$ cat config.mk
export PLATFORM = sky130hd
export DESIGN_NAME = mainmenu_controller_flat
export DESIGN_NICKNAME = d
export VERILOG_FILES = /design/src/rtl/mainmenu_pkg.sv /design/src/rtl/mainmenu_if.sv /design/src/rtl/mainmenu_nav_lut.sv /design/src/rtl/mainmenu_controller.sv /design/src/flat_wrapper.sv
export SDC_FILE = /design/constraint.sdc
export NUM_CORES = 1
export LEC_CHECK = 0
export ABC_AREA = 0
export CELL_PAD_IN_SITES_DETAIL_PLACEMENT = 1
export CELL_PAD_IN_SITES_GLOBAL_PLACEMENT = 1
export CORE_ASPECT_RATIO = 0.7
export CORE_MARGIN = 2
export CORE_UTILIZATION = 52
export DETAILED_ROUTE_END_ITERATION = 10
export DONT_BUFFER_PORTS = 1
export PLACE_DENSITY_LB_ADDON = 0.05
export SYNTH_ARGS = -nofsm -noshare
export SYNTH_HDL_FRONTEND = slang
export SYNTH_SLANG_ARGS = --single-unit
$ cat constraint.sdc
create_clock -name clk -period 4.55 [get_ports clk]
set_input_delay 0.91 -clock clk [delete_from_list [all_inputs] [get_ports clk]]
set_output_delay 0.91 -clock clk [all_outputs]
set_load 0.1 [all_outputs]
$ cat src/rtl/mainmenu_pkg.sv
// mainmenu_pkg: option codes, FSM state and direction encodings shared by the menu logic and renderer
package mainmenu_pkg;
   typedef logic [2:0] opt_t;
   typedef logic [4:0] btn_t;
   localparam opt_t OPT_PLAY_1P  = 3'd0;
   localparam opt_t OPT_PLAY_END = 3'd1;
   localparam opt_t OPT_PLAY_2P  = 3'd2;
   localparam opt_t OPT_TOP_1P   = 3'd3;
   localparam opt_t OPT_TOP_END  = 3'd4;
   localparam int BTN_SEL   = 4;
   localparam int BTN_UP    = 3;
   localparam int BTN_DOWN  = 2;
   localparam int BTN_LEFT  = 1;
   localparam int BTN_RIGHT = 0;
   typedef enum logic [2:0] {IDLE, WAIT_REL, NAV, LAUNCH, DONE} state_t;
   typedef enum logic [2:0] {DIR_NONE, DIR_UP, DIR_DOWN, DIR_LEFT, DIR_RIGHT} dir_t;
   function automatic btn_t dir_mask(dir_t d);
      return {1'b0, d == DIR_UP, d == DIR_DOWN, d == DIR_LEFT, d == DIR_RIGHT};
   endfunction
endpackage

$ cat src/rtl/mainmenu_if.sv
// mainmenu_if: button levels in, selected option / launch pulse / mode out
interface mainmenu_if;
   import mainmenu_pkg::*;
   logic menu_active;
   logic btn_up, btn_down, btn_left, btn_right, btn_select;
   opt_t sel;
   logic start;
   opt_t mode;
   modport master(output menu_active, btn_up, btn_down, btn_left, btn_right, btn_select,
                  input sel, start, mode);
   modport slave(input menu_active, btn_up, btn_down, btn_left, btn_right, btn_select,
                 output sel, start, mode);
endinterface

$ cat src/rtl/mainmenu_nav_lut.sv
// mainmenu_nav_lut: saturating two-column grid move for one direction
module mainmenu_nav_lut
   import mainmenu_pkg::*;
(
   input  opt_t sel_i,
   input  dir_t dir_i,
   output opt_t next_sel_o
);
   opt_t up, down, left, right;
   always_comb begin
      up    = sel_i == OPT_PLAY_END ? OPT_PLAY_1P : sel_i == OPT_PLAY_2P ? OPT_PLAY_END :
              sel_i == OPT_TOP_END ? OPT_TOP_1P : sel_i;
      down  = sel_i == OPT_PLAY_1P ? OPT_PLAY_END : sel_i == OPT_PLAY_END ? OPT_PLAY_2P :
              sel_i == OPT_TOP_1P ? OPT_TOP_END : sel_i;
      right = sel_i == OPT_PLAY_1P ? OPT_TOP_1P :
              (sel_i == OPT_PLAY_END || sel_i == OPT_PLAY_2P) ? OPT_TOP_END : sel_i;
      left  = sel_i == OPT_TOP_1P ? OPT_PLAY_1P : sel_i == OPT_TOP_END ? OPT_PLAY_END : sel_i;
      next_sel_o = dir_i == DIR_UP ? up : dir_i == DIR_DOWN ? down :
                   dir_i == DIR_LEFT ? left : dir_i == DIR_RIGHT ? right : sel_i;
   end
endmodule

$ cat src/rtl/mainmenu_controller.sv
// mainmenu_controller: main-menu navigation with hold-to-repeat and one-cycle launch pulse
module mainmenu_controller
   import mainmenu_pkg::*;
#(
   parameter int REPEAT_DELAY = 25000000,
   parameter int REPEAT_RATE  = 7500000,
   parameter int CNT_W        = 25
) (
   input logic       clk,
   input logic       rst,
   mainmenu_if.slave mm_if
);
   localparam logic [CNT_W-1:0] DLY_LAST  = CNT_W'(REPEAT_DELAY - 1);
   localparam logic [CNT_W-1:0] RATE_LAST = CNT_W'(REPEAT_RATE - 1);
   state_t           state_q;
   opt_t             sel_q, mode_q, sel_d;
   logic             start_q, phase_q;
   logic [CNT_W-1:0] cnt_q;
   btn_t             prev_q, btn, rise;
   dir_t             held_q, press_dir, step_dir;
   logic             hold_ok, step;
   assign btn = {mm_if.btn_select, mm_if.btn_up, mm_if.btn_down, mm_if.btn_left, mm_if.btn_right};
   assign rise = btn & ~prev_q;
   always_comb begin
      press_dir = rise[BTN_UP] ? DIR_UP : rise[BTN_DOWN] ? DIR_DOWN :
                  rise[BTN_LEFT] ? DIR_LEFT : rise[BTN_RIGHT] ? DIR_RIGHT : DIR_NONE;
      step_dir  = press_dir != DIR_NONE ? press_dir : held_q;
      // repeat only while the held button is the sole button high
      hold_ok   = held_q != DIR_NONE && btn == dir_mask(held_q);
      step      = hold_ok && cnt_q == (phase_q ? RATE_LAST : DLY_LAST);
   end
   mainmenu_nav_lut u_lut (.sel_i(sel_q), .dir_i(step_dir), .next_sel_o(sel_d));
   always_ff @(posedge clk or posedge rst) begin
      if (rst) begin
         state_q <= IDLE;
         sel_q   <= OPT_PLAY_1P;
         mode_q  <= OPT_PLAY_1P;
         start_q <= 1'b0;
         cnt_q   <= '0;
         phase_q <= 1'b0;
         held_q  <= DIR_NONE;
         prev_q  <= '0;
      end else begin
         prev_q  <= btn;
         start_q <= 1'b0;
         if (!mm_if.menu_active) begin
            state_q <= IDLE;
            cnt_q   <= '0;
            phase_q <= 1'b0;
            held_q  <= DIR_NONE;
         end else begin
            case (state_q)
               IDLE:     state_q <= WAIT_REL;
               WAIT_REL: if (btn == '0) state_q <= NAV;
               NAV: begin
                  if (rise[BTN_SEL]) begin
                     state_q <= LAUNCH;
                     start_q <= 1'b1;
                     mode_q  <= sel_q;
                     cnt_q   <= '0;
                     phase_q <= 1'b0;
                     held_q  <= DIR_NONE;
                  end else if (press_dir != DIR_NONE) begin
                     sel_q   <= sel_d;
                     cnt_q   <= '0;
                     phase_q <= 1'b0;
                     held_q  <= press_dir;
                  end else if (hold_ok) begin
                     cnt_q <= step ? '0 : cnt_q + CNT_W'(1);
                     if (step) begin
                        sel_q   <= sel_d;
                        phase_q <= 1'b1;
                     end
                  end else begin
                     cnt_q   <= '0;
                     phase_q <= 1'b0;
                     held_q  <= DIR_NONE;
                  end
               end
               LAUNCH:  state_q <= DONE;
               DONE:    state_q <= DONE;
               default: state_q <= IDLE;
            endcase
         end
      end
   end
   assign mm_if.sel   = sel_q;
   assign mm_if.start = start_q;
   assign mm_if.mode  = mode_q;
endmodule

$ cat src/flat_wrapper.sv
// flat-port wrapper written by rule: the top's interface ports become plain ports
module mainmenu_controller_flat import mainmenu_pkg::*;
#(
   parameter int REPEAT_DELAY = 25000000,
   parameter int REPEAT_RATE  = 7500000,
   parameter int CNT_W        = 25
)
  (clk, rst, mm_if_menu_active, mm_if_btn_up, mm_if_btn_down, mm_if_btn_left, mm_if_btn_right, mm_if_btn_select, mm_if_sel, mm_if_start, mm_if_mode);
  mainmenu_if mm_if_i ();
  input logic clk;
  input logic rst;
  input wire logic [$bits(mm_if_i.menu_active)-1:0] mm_if_menu_active;
  input wire logic [$bits(mm_if_i.btn_up)-1:0] mm_if_btn_up;
  input wire logic [$bits(mm_if_i.btn_down)-1:0] mm_if_btn_down;
  input wire logic [$bits(mm_if_i.btn_left)-1:0] mm_if_btn_left;
  input wire logic [$bits(mm_if_i.btn_right)-1:0] mm_if_btn_right;
  input wire logic [$bits(mm_if_i.btn_select)-1:0] mm_if_btn_select;
  output wire logic [$bits(mm_if_i.sel)-1:0] mm_if_sel;
  output wire logic [$bits(mm_if_i.start)-1:0] mm_if_start;
  output wire logic [$bits(mm_if_i.mode)-1:0] mm_if_mode;
  assign mm_if_i.menu_active = mm_if_menu_active;
  assign mm_if_i.btn_up = mm_if_btn_up;
  assign mm_if_i.btn_down = mm_if_btn_down;
  assign mm_if_i.btn_left = mm_if_btn_left;
  assign mm_if_i.btn_right = mm_if_btn_right;
  assign mm_if_i.btn_select = mm_if_btn_select;
  assign mm_if_sel = mm_if_i.sel;
  assign mm_if_start = mm_if_i.start;
  assign mm_if_mode = mm_if_i.mode;
  mainmenu_controller #(.REPEAT_DELAY(REPEAT_DELAY), .REPEAT_RATE(REPEAT_RATE), .CNT_W(CNT_W)) u_core (.clk(clk), .rst(rst), .mm_if(mm_if_i));
endmodule
==> results.txt <==
On the critical path the largest part of the delay comes from flip-flops. The net switching component of the power came out at 0.0002045 W. The routed length on met1 came out at 3.159 mm. The proportion of synthesized flip-flops having asynchronous set or reset is 1.000.

The netlist area before placement came out at 2475 um2. STA classifies the critical path endpoint as a register. The cell internal power dissipation came out at 0.0006196 W. The number of distinct library cells after synthesis came out at 55. The average cell area after synthesis came out at 8.935 um2. At the pin with the least slew margin, the transition time is 1.117 ns. The library cell contributing the largest single delay on the critical path is sky130_fd_sc_hd__dfrtp_1. The average routed wire per standard cell came out at 17.34 um. For this run, the register share of the synthesized area comes to 0.4449.

The run finished with clean final reports. The share of total power dissipated in the clock network is 0.387. Row generation in the floorplan step produced 20 rows.

TritonCTS built the clock tree. The net count of the mapped netlist came out at 286. Counting flops with a built-in enable in the synthesized netlist gives 0. The final critical-path required period is 2.823 ns. The core region is 4454 um2.

For this block, the via count after detailed routing is 1991. Once layout is complete, the utilization of the core stands at 0.5952. Setup repair after global routing left no endpoint under its margin.

The cell count after synthesis came out at 277. The TritonCTS buffer count is 5. The floorplan step set the die height to 61.72 um. The max-cap violation count is 0. The combined global-route utilization of all metal layers is 0.2371. For this design, the CTS-stage hold fixing added 0 buffers.

Entering global routing, the biggest net connects 45 pins. The area growth from synthesis to layout came out at 7.128%. The total number of nets in the final design came out at 289. The cell chosen for the clock root is sky130_fd_sc_hd__clkbuf_8. The share of Yosys cell area claimed by the top area cell type is 0.4449. The routed wire length on met3 came out at 255 um.

The total buffers and inverters traversed by the critical path is 0. For this design the static power due to leakage is 1.138 nW. Counting along the longest clock path gives a buffer depth of 2. The count of warnings emitted by yosys came out at 0.

The insertion delay of the later-clocked pin in the worst-skew pair is 0.30 ns. The remaining number of nets flagged by the antenna check after routing is 0. The clock skew is 0.003116 ns.

The critical path goes through a21oi_1 -> o21ai_0 -> nor4_1 -> a311oi_1 -> nor4_2 -> mux2_2. The overall die width came out at 86.46 um. Of all nets on the critical path, the largest fanout is 9. Detailed placement ended at an HPWL of 4.163 mm. The maximum clock frequency came out at 354.2 MHz. The total power of the final layout is 0.0008241 W. The final-report setup violation count is 0. The number of global-route vias before repair is 1961. Of the cells placed in the final design, the portion with a size suffix greater than 1 is 0.08185. For the worst setup path, the data arrival time is 3.01 ns. The reg-to-reg setup timing slack came out at 1.73 ns. The power density of the placed cells is 310.8 nW/um2. The filler cell count is 540. The worst max-slew margin expressed relative to the limit is 0.2553. The synthesized design spends more area on one cell type than any other, namely sky130_fd_sc_hd__dfrtp_1. Sorting the synthesized cells by area gives the leading types as sky130_fd_sc_hd__dfrtp_1, sky130_fd_sc_hd__nor2_1, sky130_fd_sc_hd__nand2_1. The initial cell density of the core came out at 0.5556. The met2 layer wire length in the routed design is 2.363 mm. The clock-pin slew reported for the worst setup and hold paths after clock tree synthesis came out at 0.07 ns. The part of the total power dissipated in sequential elements came out at 0.509. The leftover overflow at the end of global routing came out at 0. The number of antenna diodes in the final layout is 0. The number of input and output port buffers inserted is 0. The number of remaining DRC errors came out at 0. The highest cell delay on the worst timing path is 0.82 ns. The share of power burned in combinational logic came out at 0.104. The detailed-route vias per instance is 5.926.

The element type at the critical path start is a register. The global placement routability congestion came out at 0.8313. The number of H-tree levels came out at 2. The pre-antenna-repair detailed-routing pass consisted of 4 iterations. The routed wire length is 5.826 mm. STA puts the critical path data required time at 4.74 ns.

The number of max-slew violations in the final report is 0. The proportion of total power due to net switching came out at 0.2481. The die covers 5336 um2. The worst hold-check path type is reg -> reg.

The worst-case IR drop observed on VDD is 0.1642 mV. The number of setup buffers added after CTS is 0. 15 I/O pins were placed. The share of the clock period used by the worst path is 0.6205. The first-pass GRT wire length is 9.542 mm. Among all flip-flop cells after synthesis, the most frequent one is sky130_fd_sc_hd__dfrtp_1. The setup TNS came out at 0 ns. The worst setup path is of the reg -> reg kind. The detailed router used layers up to and including met4. After clock tree synthesis, the repair step resized 0 gates.

Counting every sink on the clock net gives 44. The synthesized design contains 44 register bits. The number of DRC markers in iteration 0 is 164. The number of hold-slack violations in the final timing report came out at 0. The initial antenna violation count was 0.
==> registers in the layout, indices dropped and copies added, names as in the netlist <==
register and flops:
u_core.held_q 3, u_core.phase_q 1, u_core.cnt_q 25, u_core.mm_if.mode 3, u_core.prev_q 5, u_core.mm_if.sel 3, u_core.state_q 3, u_core.mm_if.start 1
==> power groups by stage <==
| stage | sequential [W] | combinational [W] | clock, W |
|---|---|---|---|
| 2_1_floorplan | 0.000430 | 0.0000626 | 0 |
| 3_3_place_gp | 0.000427 | 0.0000833 | 0 |
| 3_5_place_dp | 0.000427 | 0.0000843 | 0 |
| 4_1_cts | 0.000420 | 0.0000848 | 0.000329 |
| 5_1_grt | 0.000422 | 0.0000945 | 0.000344 |
| 6_report | 0.000420 | 0.0000854 | 0.000319 |
==> cells in the final DEF (no fill, tap or decap), types with 3 or more instances in the layout <==
cell,instances
sky130_fd_sc_hd__inv_1,8
sky130_fd_sc_hd__a21oi_1,14
sky130_fd_sc_hd__or3_1,3
sky130_fd_sc_hd__nand4_1,5
sky130_fd_sc_hd__dfrtp_1,44
sky130_fd_sc_hd__o21ai_0,8
sky130_fd_sc_hd__nand2_1,31
sky130_fd_sc_hd__nor3b_1,3
sky130_fd_sc_hd__nor3_1,7
sky130_fd_sc_hd__buf_4,3
sky130_fd_sc_hd__nand3_1,17
sky130_fd_sc_hd__nor2b_1,7
sky130_fd_sc_hd__nor4_1,5
sky130_fd_sc_hd__nor2_1,39
sky130_fd_sc_hd__o31ai_1,4
sky130_fd_sc_hd__xor2_1,13
sky130_fd_sc_hd__xnor2_1,9
sky130_fd_sc_hd__and3_1,3
sky130_fd_sc_hd__clkbuf_8,7
sky130_fd_sc_hd__nand2b_1,7
==> tightest hold or removal path: cells and delay by family (launching register included) <==
family	cells	cell delay, ns
AND/OR/NAND/NOR	2	0.12
flip-flops	1	0.38
==> synth_stat cells, drive strengths merged, types with 2 or more instances <==
cell type  count
o21ai          9
nand4b         2
inv            9
nand2         32
nand4          5
xnor2          9
nor3b          3
dfrtp         44
or4b           2
and3           3
nor2          39
a221oi         2
o22ai          2
nor3           8
or3            3
a211oi         2
o21bai         2
and2           4
nand2b         7
xor2          13
clkbuf         5
and3b          2
nand3         17
a21oi         14
nor4           6
nor2b          7
buf            2
o31ai          4
mux2           2
==> worst paths after layout <==
| check | from | end | cells after the start |
|---|---|---|---|
| hold / removal | u_core.cnt_q[1] | u_core.cnt_q[1] | 2 |
| setup reg to reg | u_core.mm_if.sel[0] | u_core.mm_if.sel[2] | 6 |
| setup / recovery | u_core.mm_if.sel[0] | u_core.mm_if.sel[2] | 6 |
| max in group asynchronous | rst | u_core.mm_if.sel[1] | 1 |
| hold reg to reg | u_core.cnt_q[1] | u_core.cnt_q[1] | 2 |
| min in group asynchronous | rst | u_core.prev_q[4] | 1 |
==> layer usage <==
layer  global-route usage  vias to the layer above
met5                    0                        -
met4              0.06027                        0
li1                     -                      979
met1               0.3647                      975
met2               0.3418                       32
met3              0.05152                        5
==> per-stage QoR <==
step	cells	instance area, um2	hold slack [ns]	setup slack (ns)
finish	336	2651	0.5260	1.727
global route	336	2651	0.5514	1.591
CTS	336	2651	0.5250	1.802
detailed placement	328	2525	0.5079	1.686
global placement	328	2525	0.4863	1.751
floorplan	277	2475	0.4626	1.962
==> kinds of logic after synthesis <==
kind of cell,after synthesis,share of synthesized area
simple gates,145,0.3049
mux,3,0.01314
flops,44,0.4449
compound gates,46,0.1239
fa+ha+maj,1,0.005055
buf+inv,16,0.03033
xor+xnor,22,0.07786
==> cell type report <==
class / count / area [um2] / share of cell area
sequential: 44 / 1101 / 0.4153
inverter: 9 / 33.78 / 0.01274
timing repair buffer: 3 / 22.52 / 0.008495
multi-input combinational: 217 / 1299 / 0.4899
clock buffer: 7 / 96.34 / 0.03634
tap: 55 / 68.82 / 0.02596
clock inverter: 1 / 30.03 / 0.01133
Power figures use the tool's default switching activity.
